[config.mk]
export PLATFORM = sky130hd
export DESIGN_NAME = wb_stage_flat
export DESIGN_NICKNAME = d
export VERILOG_FILES = /design/src/rtl/wb_stage_if.sv /design/src/rtl/wb_stage.sv /design/src/flat_wrapper.sv
export SDC_FILE = /design/constraint.sdc
export NUM_CORES = 1
export LEC_CHECK = 0
export BUFFER_PORTS_ARGS = -buffer_cell sky130_fd_sc_hd__buf_4
export CAP_MARGIN = 40
export CORE_MARGIN = 8
export CORE_UTILIZATION = 40
export DETAILED_ROUTE_END_ITERATION = 8
export PLACE_DENSITY = 0.75
export SETUP_SLACK_MARGIN = 0.4
export SYNTH_ARGS = -nofsm -noshare
export SYNTH_HDL_FRONTEND = slang
export SYNTH_SLANG_ARGS = --single-unit
[constraint.sdc]
create_clock -name clk -period 6.85 [get_ports clk]
set_input_delay 1.37 -clock clk [delete_from_list [all_inputs] [get_ports clk]]
set_output_delay 1.37 -clock clk [all_outputs]
set_load 0.005 [all_outputs]
[src/rtl/wb_stage_if.sv]
// Bus bundle for wb_stage: ALU, load tracking, LSU response, hazard query and register-file write port.
// The stage connects through the slave modport; the upstream pipeline side uses master.
interface wb_stage_if;
    logic        alu_valid_i;
    logic        alu_ready_o;
    logic [4:0]  alu_rd_i;
    logic [31:0] alu_data_i;
    logic        load_issue_i;
    logic        load_ready_o;
    logic [4:0]  load_rd_i;
    logic [2:0]  load_funct3_i;
    logic [1:0]  load_off_i;
    logic        lsu_rvalid_i;
    logic [31:0] lsu_rdata_i;
    logic [4:0]  rs1_i;
    logic [4:0]  rs2_i;
    logic [4:0]  rd_chk_i;
    logic        hazard_o;
    logic [31:0] rf_rdata1_i;
    logic [31:0] rf_rdata2_i;
    logic [31:0] rs1_data_o;
    logic [31:0] rs2_data_o;
    logic        write_en_o;
    logic [4:0]  write_addr_o;
    logic [31:0] write_data_o;
    logic        unexp_rsp_o;

    modport master (
        output alu_valid_i, alu_rd_i, alu_data_i,
        output load_issue_i, load_rd_i, load_funct3_i, load_off_i,
        output lsu_rvalid_i, lsu_rdata_i,
        output rs1_i, rs2_i, rd_chk_i, rf_rdata1_i, rf_rdata2_i,
        input  alu_ready_o, load_ready_o, hazard_o, rs1_data_o, rs2_data_o,
        input  write_en_o, write_addr_o, write_data_o, unexp_rsp_o
    );

    modport slave (
        input  alu_valid_i, alu_rd_i, alu_data_i,
        input  load_issue_i, load_rd_i, load_funct3_i, load_off_i,
        input  lsu_rvalid_i, lsu_rdata_i,
        input  rs1_i, rs2_i, rd_chk_i, rf_rdata1_i, rf_rdata2_i,
        output alu_ready_o, load_ready_o, hazard_o, rs1_data_o, rs2_data_o,
        output write_en_o, write_addr_o, write_data_o, unexp_rsp_o
    );
endinterface

[src/rtl/wb_stage.sv]
// Writeback stage: merges ALU results and in-order load responses onto the register-file write port.
// Define WB_FORWARD_EN to bypass the in-flight write to operands and drop it from hazard detection.
module wb_stage #(
    parameter int unsigned LOAD_DEPTH = 4
) (
    input logic        clk,
    input logic        rst_n,
    wb_stage_if.slave  bus
);
    localparam int unsigned PW = $clog2(LOAD_DEPTH);
    localparam int unsigned CW = PW + 1;

    logic [4:0]    fifo_rd  [LOAD_DEPTH];
    logic [2:0]    fifo_f3  [LOAD_DEPTH];
    logic [1:0]    fifo_off [LOAD_DEPTH];
    logic [PW-1:0] wr_ptr;
    logic [PW-1:0] rd_ptr;
    logic [CW-1:0] count;

    logic          skid_valid;
    logic [4:0]    skid_rd;
    logic [31:0]   skid_data;

    logic          wr_en_q;
    logic [4:0]    wr_addr_q;
    logic [31:0]   wr_data_q;
    logic          unexp_q;

    logic          full;
    logic          empty;
    logic          push;
    logic          pop;
    logic          alu_acc;

    logic          win_en;
    logic [4:0]    win_rd;
    logic [31:0]   win_data;
    logic          skid_load;
    logic          skid_clear;
    logic [31:0]   busy;

    function automatic logic [31:0] extend(input logic [2:0] f3, input logic [1:0] off,
                                           input logic [31:0] word);
        logic [7:0]  b;
        logic [15:0] h;
        b = word[8*off +: 8];
        h = word[16*off[1] +: 16];
        case (f3)
            3'd0:    return {{24{b[7]}}, b};
            3'd1:    return {{16{h[15]}}, h};
            3'd4:    return {24'd0, b};
            3'd5:    return {16'd0, h};
            default: return word;
        endcase
    endfunction

    assign full    = (count == CW'(LOAD_DEPTH));
    assign empty   = (count == '0);
    assign push    = bus.load_issue_i && !full;
    assign pop     = bus.lsu_rvalid_i && !empty;
    assign alu_acc = bus.alu_valid_i && !skid_valid;

    // A load response always owns the port; an ALU result accepted alongside it parks in the skid.
    always_comb begin
        win_en     = 1'b0;
        win_rd     = '0;
        win_data   = '0;
        skid_load  = 1'b0;
        skid_clear = 1'b0;
        if (pop) begin
            win_en    = 1'b1;
            win_rd    = fifo_rd[rd_ptr];
            win_data  = extend(fifo_f3[rd_ptr], fifo_off[rd_ptr], bus.lsu_rdata_i);
            skid_load = alu_acc;
        end else if (skid_valid) begin
            win_en     = 1'b1;
            win_rd     = skid_rd;
            win_data   = skid_data;
            skid_clear = 1'b1;
        end else if (alu_acc) begin
            win_en   = 1'b1;
            win_rd   = bus.alu_rd_i;
            win_data = bus.alu_data_i;
        end
    end

    always_ff @(posedge clk) begin
        if (push) begin
            fifo_rd[wr_ptr]  <= bus.load_rd_i;
            fifo_f3[wr_ptr]  <= bus.load_funct3_i;
            fifo_off[wr_ptr] <= bus.load_off_i;
        end
    end

    always_ff @(posedge clk or negedge rst_n) begin
        if (!rst_n) begin
            wr_ptr     <= '0;
            rd_ptr     <= '0;
            count      <= '0;
            skid_valid <= 1'b0;
            skid_rd    <= '0;
            skid_data  <= '0;
            wr_en_q    <= 1'b0;
            wr_addr_q  <= '0;
            wr_data_q  <= '0;
            unexp_q    <= 1'b0;
        end else begin
            if (push) wr_ptr <= wr_ptr + PW'(1);
            if (pop)  rd_ptr <= rd_ptr + PW'(1);
            if (push && !pop)      count <= count + CW'(1);
            else if (pop && !push) count <= count - CW'(1);
            if (bus.lsu_rvalid_i && empty) unexp_q <= 1'b1;

            if (skid_load) begin
                skid_valid <= 1'b1;
                skid_rd    <= bus.alu_rd_i;
                skid_data  <= bus.alu_data_i;
            end else if (skid_clear) begin
                skid_valid <= 1'b0;
            end

            wr_en_q <= win_en && (win_rd != '0);
            if (win_en) begin
                wr_addr_q <= win_rd;
                wr_data_q <= win_data;
            end
        end
    end

    // One bit per architectural register with a write still pending; x0 is never busy.
    always_comb begin
        busy = '0;
        for (int unsigned k = 0; k < LOAD_DEPTH; k++) begin
            if (CW'(k) < count) busy[fifo_rd[rd_ptr + PW'(k)]] = 1'b1;
        end
        if (skid_valid) busy[skid_rd] = 1'b1;
`ifndef WB_FORWARD_EN
        if (wr_en_q) busy[wr_addr_q] = 1'b1;
`endif
        busy[0] = 1'b0;
    end

    assign bus.hazard_o     = busy[bus.rs1_i] || busy[bus.rs2_i] || busy[bus.rd_chk_i];
    assign bus.alu_ready_o  = !skid_valid;
    assign bus.load_ready_o = !full;
    assign bus.write_en_o   = wr_en_q;
    assign bus.write_addr_o = wr_addr_q;
    assign bus.write_data_o = wr_data_q;
    assign bus.unexp_rsp_o  = unexp_q;

`ifdef WB_FORWARD_EN
    assign bus.rs1_data_o = (wr_en_q && wr_addr_q == bus.rs1_i && bus.rs1_i != '0)
                            ? wr_data_q : bus.rf_rdata1_i;
    assign bus.rs2_data_o = (wr_en_q && wr_addr_q == bus.rs2_i && bus.rs2_i != '0)
                            ? wr_data_q : bus.rf_rdata2_i;
`else
    assign bus.rs1_data_o = bus.rf_rdata1_i;
    assign bus.rs2_data_o = bus.rf_rdata2_i;
`endif
endmodule
[src/flat_wrapper.sv]
// flat-port wrapper written by rule: the top's interface ports become plain ports
module wb_stage_flat 
#(
    parameter int unsigned LOAD_DEPTH = 4
)
  (clk, rst_n, bus_alu_valid_i, bus_alu_rd_i, bus_alu_data_i, bus_load_issue_i, bus_load_rd_i, bus_load_funct3_i, bus_load_off_i, bus_lsu_rvalid_i, bus_lsu_rdata_i, bus_rs1_i, bus_rs2_i, bus_rd_chk_i, bus_rf_rdata1_i, bus_rf_rdata2_i, bus_alu_ready_o, bus_load_ready_o, bus_hazard_o, bus_rs1_data_o, bus_rs2_data_o, bus_write_en_o, bus_write_addr_o, bus_write_data_o, bus_unexp_rsp_o);
  wb_stage_if bus_i ();
  input logic clk;
  input logic rst_n;
  input wire logic [$bits(bus_i.alu_valid_i)-1:0] bus_alu_valid_i;
  input wire logic [$bits(bus_i.alu_rd_i)-1:0] bus_alu_rd_i;
  input wire logic [$bits(bus_i.alu_data_i)-1:0] bus_alu_data_i;
  input wire logic [$bits(bus_i.load_issue_i)-1:0] bus_load_issue_i;
  input wire logic [$bits(bus_i.load_rd_i)-1:0] bus_load_rd_i;
  input wire logic [$bits(bus_i.load_funct3_i)-1:0] bus_load_funct3_i;
  input wire logic [$bits(bus_i.load_off_i)-1:0] bus_load_off_i;
  input wire logic [$bits(bus_i.lsu_rvalid_i)-1:0] bus_lsu_rvalid_i;
  input wire logic [$bits(bus_i.lsu_rdata_i)-1:0] bus_lsu_rdata_i;
  input wire logic [$bits(bus_i.rs1_i)-1:0] bus_rs1_i;
  input wire logic [$bits(bus_i.rs2_i)-1:0] bus_rs2_i;
  input wire logic [$bits(bus_i.rd_chk_i)-1:0] bus_rd_chk_i;
  input wire logic [$bits(bus_i.rf_rdata1_i)-1:0] bus_rf_rdata1_i;
  input wire logic [$bits(bus_i.rf_rdata2_i)-1:0] bus_rf_rdata2_i;
  output wire logic [$bits(bus_i.alu_ready_o)-1:0] bus_alu_ready_o;
  output wire logic [$bits(bus_i.load_ready_o)-1:0] bus_load_ready_o;
  output wire logic [$bits(bus_i.hazard_o)-1:0] bus_hazard_o;
  output wire logic [$bits(bus_i.rs1_data_o)-1:0] bus_rs1_data_o;
  output wire logic [$bits(bus_i.rs2_data_o)-1:0] bus_rs2_data_o;
  output wire logic [$bits(bus_i.write_en_o)-1:0] bus_write_en_o;
  output wire logic [$bits(bus_i.write_addr_o)-1:0] bus_write_addr_o;
  output wire logic [$bits(bus_i.write_data_o)-1:0] bus_write_data_o;
  output wire logic [$bits(bus_i.unexp_rsp_o)-1:0] bus_unexp_rsp_o;
  assign bus_i.alu_valid_i = bus_alu_valid_i;
  assign bus_i.alu_rd_i = bus_alu_rd_i;
  assign bus_i.alu_data_i = bus_alu_data_i;
  assign bus_i.load_issue_i = bus_load_issue_i;
  assign bus_i.load_rd_i = bus_load_rd_i;
  assign bus_i.load_funct3_i = bus_load_funct3_i;
  assign bus_i.load_off_i = bus_load_off_i;
  assign bus_i.lsu_rvalid_i = bus_lsu_rvalid_i;
  assign bus_i.lsu_rdata_i = bus_lsu_rdata_i;
  assign bus_i.rs1_i = bus_rs1_i;
  assign bus_i.rs2_i = bus_rs2_i;
  assign bus_i.rd_chk_i = bus_rd_chk_i;
  assign bus_i.rf_rdata1_i = bus_rf_rdata1_i;
  assign bus_i.rf_rdata2_i = bus_rf_rdata2_i;
  assign bus_alu_ready_o = bus_i.alu_ready_o;
  assign bus_load_ready_o = bus_i.load_ready_o;
  assign bus_hazard_o = bus_i.hazard_o;
  assign bus_rs1_data_o = bus_i.rs1_data_o;
  assign bus_rs2_data_o = bus_i.rs2_data_o;
  assign bus_write_en_o = bus_i.write_en_o;
  assign bus_write_addr_o = bus_i.write_addr_o;
  assign bus_write_data_o = bus_i.write_data_o;
  assign bus_unexp_rsp_o = bus_i.unexp_rsp_o;
  wb_stage #(.LOAD_DEPTH(LOAD_DEPTH)) u_core (.clk(clk), .rst_n(rst_n), .bus(bus_i));
endmodule
==> results.json, run 1 <==
{
  "clockBufferDepth": 2,
  "hold_viol": 0,
  "num_antenna_cells": 0,
  "syn_area_per_cell_um2": 9.27,
  "crit_path_end_kind": "output pin",
  "maxCapViolations": 0,
  "synthTopCellsByArea": "dfrtp_1 (21%), edfxtp_1 (12%), mux4_2 (7.8%), buf_4 (5.0%), mux2_2 (4.8%)",
  "vias_per_cell": 6.34,
  "first_pass_iters": 7,
  "ff2ff_setup_slack_ps": 3060,
  "cts_tree": "built",
  "synth-seq-area-share_pct": 33.7,
  "cts_buffers": 17,
  "async_reset_ff_share_pct": 67.7,
  "coreArea_mm2": 0.0242,
  "htree_levels": 4,
  "fp.dieArea_mm2": 0.0297,
  "wire_per_inst_um": 22.4,
  "yosys_register_bits": 124,
  "fin_nets": 1271,
  "synth.top_cell.area_share_pct": 21.5,
  "worstPathRequired_ps": 5480,
  "start_kind": "register",
  "port_buffers": 140,
  "path_clk_slew_ps": 60,
  "syn_nets": 1228,
  "syn_to_final_growth_pct": 13.9,
  "pre_cts_slack_ps": 1630,
  "drt-total-wl_mm": 32.2,
  "cts_root_buf": "clkbuf_16",
  "setup_slack_ps": 1110,
  "start_util_pct": 40.5,
  "num_rows": 57,
  "insertion_delay_ps": 420,
  "dr_total_vias": 9100,
  "drc": 0,
  "worstMarginPinSlew_ps": 929,
  "post-synth-top-count-cell": "nand2_1",
  "cts_setup_buffers": 0,
  "period_needed_ps": 5740,
  "rsz0062_at_grt": "no",
  "max_clock_freq_mhz": 174,
  "grt_max_degree": 72,
  "leakagePower_nw": 4.39,
  "synth-edff-count": 40,
  "slew_violations": 0,
  "cts_resized": 0,
  "cp_data_arrival_time_ps": 4370,
  "post_synth_most_frequent_cells": "nand2_1 (91), dfrtp_1 (84), nor2_1 (73)",
  "ant_nets": 0,
  "hpwl_mm": 24.1,
  "grt_pass1_wl_mm": 50.0,
  "die_h_um": 172,
  "antenna_found_initial": 0,
  "synth-main-ff-cell": "dfrtp_1",
  "yosys_warnings": 0,
  "power.density_mw_per_mm2": 466,
  "setup_viol": 0,
  "gr-total-overflow": 0,
  "critPathMaxFanout": 22,
  "fill_cells": 2258,
  "dieWidth_um": 172,
  "place.gp.congestion": 0.995,
  "synth_top_cell_by_area": "dfrtp_1",
  "synth.distinct_cells": 82,
  "drive_above_1_share_pct": 25.5,
  "cts_sinks": 124,
  "fin_crit_sh_pct": 83.8,
  "ios": 269,
  "synthCells": 1056,
  "status": "complete, no violations",
  "drt_iter0_markers": 1242,
  "setup-tns-final_ps": 0,
  "final_core_util_pct": 46.1,
  "hold_buffers": 0,
  "p_total_mw": 5.19,
  "hold_class": "register to register",
  "relSlewSlack_pct": 38.1,
  "fin_skew_ps": 13.6,
  "grt_use_total_pct": 21.3,
  "ir_worst_vdd_v": 0.000255,
  "crit_type": "register to output pin",
  "grt_pass1_vias": 8752,
  "synth_area_mm2": 0.00979
}
[metrics by stage]
step	hold WS, ps	instance area (um2)	instances
final	482	11100	1436
after global routing	501	11100	1436
after CTS	487	11100	1436
after detailed placement	471	10600	1404
after global placement	463	10500	1401
after floorplan	466	9790	1056
[power breakdown]
group,leakage (nW),switching [mW],total [mW],internal [mW]
clock network,0.285,0.356,0.897,0.541
registers,1.35,0.318,1.39,1.07
logic,2.75,1.72,2.91,1.19
[path summary, 6_finish.rpt]
check | startpoint | to | cells past startpoint
hold / removal | u_core.bus.unexp_rsp_o$_DFFE_PN0P_ | u_core.bus.unexp_rsp_o$_DFFE_PN0P_ | 1
max in group asynchronous | rst_n | u_core.skid_data[11]$_DFFE_PN0P_ | 3
setup / recovery | u_core.rd_ptr[1]$_DFFE_PN0P_ | bus_hazard_o | 10
hold reg to reg | u_core.bus.unexp_rsp_o$_DFFE_PN0P_ | u_core.bus.unexp_rsp_o$_DFFE_PN0P_ | 1
setup reg to reg | u_core.rd_ptr[1]$_DFFE_PN0P_ | u_core.bus.write_data_o[9]$_DFFE_PN0P_ | 9
min in group asynchronous | rst_n | u_core.bus.write_data_o[17]$_DFFE_PN0P_ | 1
[flip-flops by register name, summed over array words and instances (netlist names)]
signal / flops
u_core.bus.write_data_o: 32
u_core.bus.write_addr_o: 5
u_core.fifo_off: 8
u_core.count: 3
u_core.skid_valid: 1
u_core.fifo_rd: 20
u_core.bus.write_en_o: 1
u_core.fifo_f3: 12
u_core.skid_data: 32
u_core.wr_ptr: 2
u_core.rd_ptr: 2
u_core.skid_rd: 5
u_core.bus.unexp_rsp_o: 1
[worst max-delay path, stage by stage (launching register included)]
cell and delay [ps]:
dfrtp_1 950, mux4_1 730, nor2b_1 320, and4_1 240, nor4_1 570, nand2_1 110
o2111ai_1 130, a31oi_1 110, a2111oi_0 440, nand4b_1 160, buf_4 170
[layer usage]
metal	wire [um]	vias up	global-route usage, %
met5	0	-	0
met4	1010	0	8.51
met3	2970	81	4.61
met2	15000	565	32.6
met1	13300	4408	28.9
li1	-	4046	-
[layout make-up]
| type | instances | area [um2] | area share (%) |
|---|---|---|---|
| clock buffers | 17 | 425 | 3.82 |
| flip-flops and latches | 124 | 3300 | 29.6 |
| clock inverters | 15 | 164 | 1.47 |
| repair buffers | 152 | 1150 | 10.4 |
| inverters | 19 | 71.3 | 0.640 |
| multi-input cells | 785 | 5620 | 50.4 |
| well taps | 324 | 405 | 3.64 |
[placed cells by master, fill, tap and decap left out, drive strengths merged, types with 19 or more instances in the layout]
cell type  count
dfrtp         84
mux2i         31
nand3         36
nand3b        21
mux4          36
mux2          42
nor2          74
inv           19
nand2         91
o22ai         30
edfxtp        40
nor3          33
a21oi         67
buf          152
o21ai         65
[cells by family (layout without fill, tap and decap cells)]
family / Yosys count / in the layout / share of synthesized area (%)
and+or+nand+nor: 391 / 391 / 21.5
xor gates and xnor gates: 6 / 6 / 0.537
DFF: 124 / 124 / 33.7
buffers and inverters: 147 / 203 / 8.87
AOI/OAI and AO/OA: 270 / 270 / 17.9
muxes: 109 / 109 / 16.4
adders and majority gates: 9 / 9 / 1.15
Power figures use the tool's default switching activity.
==> run 2, diff against run 1 <==
- clock period: 6.85 -> 5.5 ns (I/O delays scaled with it)
==> run 2 against run 1 <==
Cell count rose by 0.56%. Clock skew down 2.3 ps. Largest cell class unchanged. Wire length increased by 2.1%. Setup slack got worse by 560 ps. Highest routed layer unchanged. Combinational power rose by 31%.
==> results.json, run 2 (synthesis gave the netlist of run 1 again) <==
{
  "status": "complete, no violations",
  "htree_levels": 4,
  "drt-total-wl_mm": 32.9,
  "ir_worst_vdd_v": 0.000383,
  "slew_violations": 0,
  "final_cell_mix": "buf_4 (159), nand2_1 (91), dfrtp_1 (83)",
  "fin_nets": 1281,
  "port_buffers": 140,
  "worstPathRequired_ps": 4400,
  "hold_viol": 0,
  "fin_skew_ps": 11.3,
  "ios": 269,
  "hpwl_mm": 24.9,
  "worstPathCellList": "buf_4, mux4_2, or4b_1, nor2_1, or4_1, mux4_2, o211a_1, o311ai_2, nand4b_1, buf_4",
  "cts_root_buf": "clkbuf_16",
  "max_clock_freq_mhz": 202,
  "crit_type": "register to output pin",
  "instances_no_fill": 1444,
  "antenna_found_initial": 0,
  "num_antenna_cells": 0,
  "critPathMaxFanout": 9,
  "vias_per_cell": 6.27,
  "cts_tree": "built",
  "dieWidth_um": 172,
  "drt_iter0_markers": 1157,
  "start_kind": "register",
  "maxCapViolations": 0,
  "die_h_um": 172,
  "power.density_mw_per_mm2": 583,
  "grt_pass1_wl_mm": 50.0,
  "fp.dieArea_mm2": 0.0297,
  "place.gp.congestion": 1.03,
  "relSlewSlack_pct": 43.0,
  "grt_pass1_vias": 8751,
  "leakagePower_nw": 4.44,
  "fin_crit_sh_pct": 90.0,
  "hold_class": "register to register",
  "dr_total_vias": 9047,
  "setup-tns-final_ps": 0,
  "grt_use_total_pct": 21.6,
  "cp_slowest_stage_delay_ps": 660,
  "setup_viol": 0,
  "drive_above_1_share_pct": 27.0,
  "first_pass_iters": 5,
  "syn_to_final_growth_pct": 15.0,
  "crit_path_end_kind": "output pin",
  "rsz0062_at_grt": "no",
  "cts_sinks": 124,
  "final_common_cell": "buf_4",
  "gr-total-overflow": 0,
  "coreArea_mm2": 0.0242,
  "path_clk_slew_ps": 50,
  "start_util_pct": 40.5,
  "cp_data_arrival_time_ps": 3850,
  "wire_per_inst_um": 22.8,
  "drc": 0,
  "grt_max_degree": 72,
  "insertion_delay_ps": 420,
  "cp_slowest_cell": "mux4_2",
  "period_needed_ps": 4950,
  "worstMarginPinSlew_ps": 849,
  "num_rows": 57,
  "cts_buffers": 17,
  "clockBufferDepth": 2,
  "ant_nets": 0,
  "dp.cells": 1410
}
-- run 2: metal layers --
layer / part of all wire [%] / wire length [um] / track usage, % / vias up
met4: 3.9 / 1280 / 9.71 / 0
met3: 8.0 / 2640 / 4.25 / 89
li1: - / - / - / 4057
met2: 46 / 15200 / 32.9 / 469
met5: 0 / 0 / 0 / -
met1: 42 / 13800 / 29.3 / 4432
-- run 2: stage by stage --
| stage | setup WS, ps | area (um2) | hold WS (ps) | util [%] | total power, mW |
|---|---|---|---|---|---|
| final | 550 | 11300 | 484 | 46.6 | 6.56 |
| after global routing | 420 | 11300 | 498 | 46.6 | 6.95 |
| after CTS | 407 | 11200 | 486 | 46.3 | 6.44 |
| after detailed placement | 736 | 10600 | 474 | 43.9 | 5.35 |
| after global placement | 776 | 10600 | 468 | 43.7 | 5.30 |
| after floorplan | 1470 | 9790 | 466 | - | 4.17 |
-- run 2: timing repair --
item / CTS / global route
setup endpoints to repair: 1 / 1
resized for setup: 3 / 10
hold buffers: 0 / 0
endpoints found under the hold margin: 0 / 0
pin swaps: 0 / 1
buffers inserted: 0 / 4
-- run 2: critical path: cells and delay by family (launching register included) --
kind	cells	cell delay, ps
simple gates	4	1150
mux	2	1130
compound gates	2	450
flops	1	350
buf+inv	2	350
-- run 2: power by group --
group,internal (mW),switching (mW),total (mW)
Combinational,1.57,2.25,3.81
Sequential,1.33,0.350,1.68
Clock,0.665,0.403,1.07
-- run 2: layout make-up --
class / count / area [um2]
clock buffers: 20 / 478
clock inverters: 10 / 90.1
fillers: 2220 / 12900
inverters: 19 / 71.3
multi-input cells: 785 / 5660
flip-flops and latches: 124 / 3300
well taps: 324 / 405
repair buffers: 162 / 1240
-- run 2: final timing paths --
| check | start | slack, ps | cells after the start | to |
|---|---|---|---|---|
| worst max register to register | u_core.rd_ptr[0]$_DFFE_PN0P_ | 2080 | 10 | u_core.bus.write_data_o[13]$_DFFE_PN0P_ |
| worst min register to register | u_core.bus.write_data_o[18]$_DFFE_PN0P_ | 480 | 2 | u_core.bus.write_data_o[18]$_DFFE_PN0P_ |
| worst max-delay path | u_core.rd_ptr[0]$_DFFE_PN0P_ | 550 | 10 | bus_hazard_o |
| max in group asynchronous | rst_n | 4310 | 2 | u_core.skid_data[14]$_DFFE_PN0P_ |
| min in group asynchronous | rst_n | 580 | 1 | u_core.skid_data[17]$_DFFE_PN0P_ |
| worst min-delay path | u_core.bus.write_data_o[18]$_DFFE_PN0P_ | 480 | 2 | u_core.bus.write_data_o[18]$_DFFE_PN0P_ |
==> run 3, diff against run 2 <==
==> constraint.sdc (replaced) <==
create_clock -name clk -period 6.29 [get_ports clk]
set_input_delay 1.258 -clock clk [delete_from_list [all_inputs] [get_ports clk]]
set_output_delay 1.258 -clock clk [all_outputs]
set_load 0.01 [all_outputs]
==> run 3 against run 2 <==
Clock skew up 2.9 ps. Via count grew 0.12%. Clock power is 12% lower. Flip-flop and latch count unchanged. First-iteration DRC count down 6.8%. Sequential power is 11% lower. Register-to-register slack gained 670 ps. Utilization down 0.53 points. Power decreased by 13%. Largest power group unchanged.
==> results.json, run 3 (synthesis gave the netlist of run 1 again) <==
{
  "dieWidth_um": 172,
  "drc": 0,
  "hpwl_mm": 24.6,
  "worstPathRequired_ps": 5030,
  "grt_max_degree": 72,
  "critPathMaxFanout": 22,
  "setup_slack_ps": 861,
  "num_rows": 57,
  "wire_per_inst_um": 22.8,
  "design_area_mm2": 0.0111,
  "die_h_um": 172,
  "max_clock_freq_mhz": 184,
  "start_kind": "register",
  "num_antenna_cells": 0,
  "hold_class": "register to register",
  "post_dp_cell_area_mm2": 0.0106,
  "path_clk_slew_ps": 60,
  "multiInputGateArea_mm2": 0.00562,
  "vias_per_cell": 6.31,
  "grt_use_total_pct": 21.7,
  "critical_path.top_delay_family": "compound AO/OA/AOI/OAI gates",
  "relSlewSlack_pct": 41.5,
  "ir_worst_vdd_v": 0.000278,
  "insertion_delay_ps": 420,
  "antenna_found_initial": 0,
  "setup-tns-final_ps": 0,
  "pre_cts_slack_ps": 1010,
  "place.gp.congestion": 0.965,
  "fill_cells": 2284,
  "start_util_pct": 40.5,
  "period_needed_ps": 5430,
  "cts_root_buf": "clkbuf_16",
  "drive_above_1_share_pct": 25.6,
  "crit_type": "register to output pin",
  "leakagePower_nw": 4.38,
  "status": "complete, no violations",
  "power.density_mw_per_mm2": 512,
  "final_common_cell": "buf_4",
  "setup_viol": 0,
  "hold_viol": 0,
  "cts_tree": "built",
  "ant_nets": 0,
  "slew_violations": 0,
  "worstPathCellList": "mux4_2, nand3b_1, o21ai_1, a2111oi_1, a22oi_1, a31oi_1, nor3_1, a2111oi_0, nand4b_1, buf_4",
  "cp_data_arrival_time_ps": 4170,
  "grt_pass1_vias": 8830,
  "fp.dieArea_mm2": 0.0297,
  "maxCapViolations": 0,
  "port_buffers": 140,
  "fin_nets": 1271,
  "worstMarginPinSlew_ps": 876,
  "clockBufferDepth": 2,
  "fin_skew_ps": 14.2,
  "regArea_mm2": 0.00331,
  "syn_to_final_growth_pct": 13.7,
  "first_pass_iters": 5,
  "cp_slowest_cell": "a2111oi_1",
  "hold_slack_ps": 473,
  "ios": 269,
  "rsz0062_at_grt": "no",
  "cp_slowest_stage_delay_ps": 800,
  "cts_sinks": 124,
  "cts_buffers": 17,
  "fin_crit_sh_pct": 86.3,
  "crit_path_end_kind": "output pin",
  "grt_pass1_wl_mm": 50.1,
  "drt_iter0_markers": 1078,
  "coreArea_mm2": 0.0242,
  "htree_levels": 4,
  "gr-total-overflow": 0,
  "final_cell_mix": "buf_4 (150), nand2_1 (91), dfrtp_1 (82)",
  "dr_total_vias": 9058,
  "drt-total-wl_mm": 32.8,
  "crit_buf_inv": 1
}
run 3: changes by cell type in the layout (fill, tap and decap cells not counted), moves of 2 or more:
cell      delta
clkbuf_8     -2
buf_4        -9
clkinv_4     +2
clkinv_2     -3
mux4_2       -2
buf_6        -2
inv_6        +5
mux4_1       +2
run 3: final timing paths:
kind / startpoint / endpoint / slack, ps / depth (start not counted)
max: u_core.rd_ptr[1]$_DFFE_PN0P_ / bus_hazard_o / 860 / 10
min: u_core.bus.unexp_rsp_o$_DFFE_PN0P_ / u_core.bus.unexp_rsp_o$_DFFE_PN0P_ / 470 / 1
max reg2reg: u_core.rd_ptr[1]$_DFFE_PN0P_ / u_core.bus.write_data_o[11]$_DFFE_PN0P_ / 2750 / 10
min reg2reg: u_core.bus.unexp_rsp_o$_DFFE_PN0P_ / u_core.bus.unexp_rsp_o$_DFFE_PN0P_ / 470 / 1
max in group asynchronous: rst_n / u_core.rd_ptr[1]$_DFFE_PN0P_ / 4700 / 3
min in group asynchronous: rst_n / u_core.skid_data[18]$_DFFE_PN0P_ / 630 / 1
run 3: repair_timing:
item                       in CTS  in global routing
buffers inserted                0                  0
hold buffers                    0                  0
setup endpoints to repair       0                  1
gates resized for setup         0                  1
run 3: worst reg2reg max path, delay by kind of cell (launching register included):
kind,cells,cell delay (ps)
buffers and inverters,1,300
AOI/OAI and AO/OA,5,1280
muxes,1,510
and+or+nand+nor,3,690
DFF,1,690
run 3: area by class of cell:
type	instances	share of cell area (%)
clock buffers	18	3.86
clock inverters	14	1.23
inverters	19	0.641
multi-input cells	785	50.5
flip-flops and latches	124	29.7
well taps	324	3.64
repair buffers	152	10.4
run 3: routing by layer:
metal	up-vias	global-route usage (%)	wire, um
met3	77	4.66	2680
li1	4048	-	-
met4	0	9.71	1210
met5	-	0	0
met1	4423	28.3	13500
met2	510	34.1	15400
run 3: stage by stage:
step	total power, mW	cells	util (%)
after global routing	6.05	1436	46.0
after CTS	5.65	1436	46.0
after global placement	4.64	1401	43.5
final	5.70	1436	46.0
after floorplan	3.71	1056	-
after detailed placement	4.68	1404	43.7
run 3: power by group:
group	leakage [nW]	internal, mW	switching (mW)	total, mW
clock	0.277	0.551	0.391	0.942
sequential	1.35	1.17	0.336	1.50
combinational	2.75	1.30	1.96	3.26
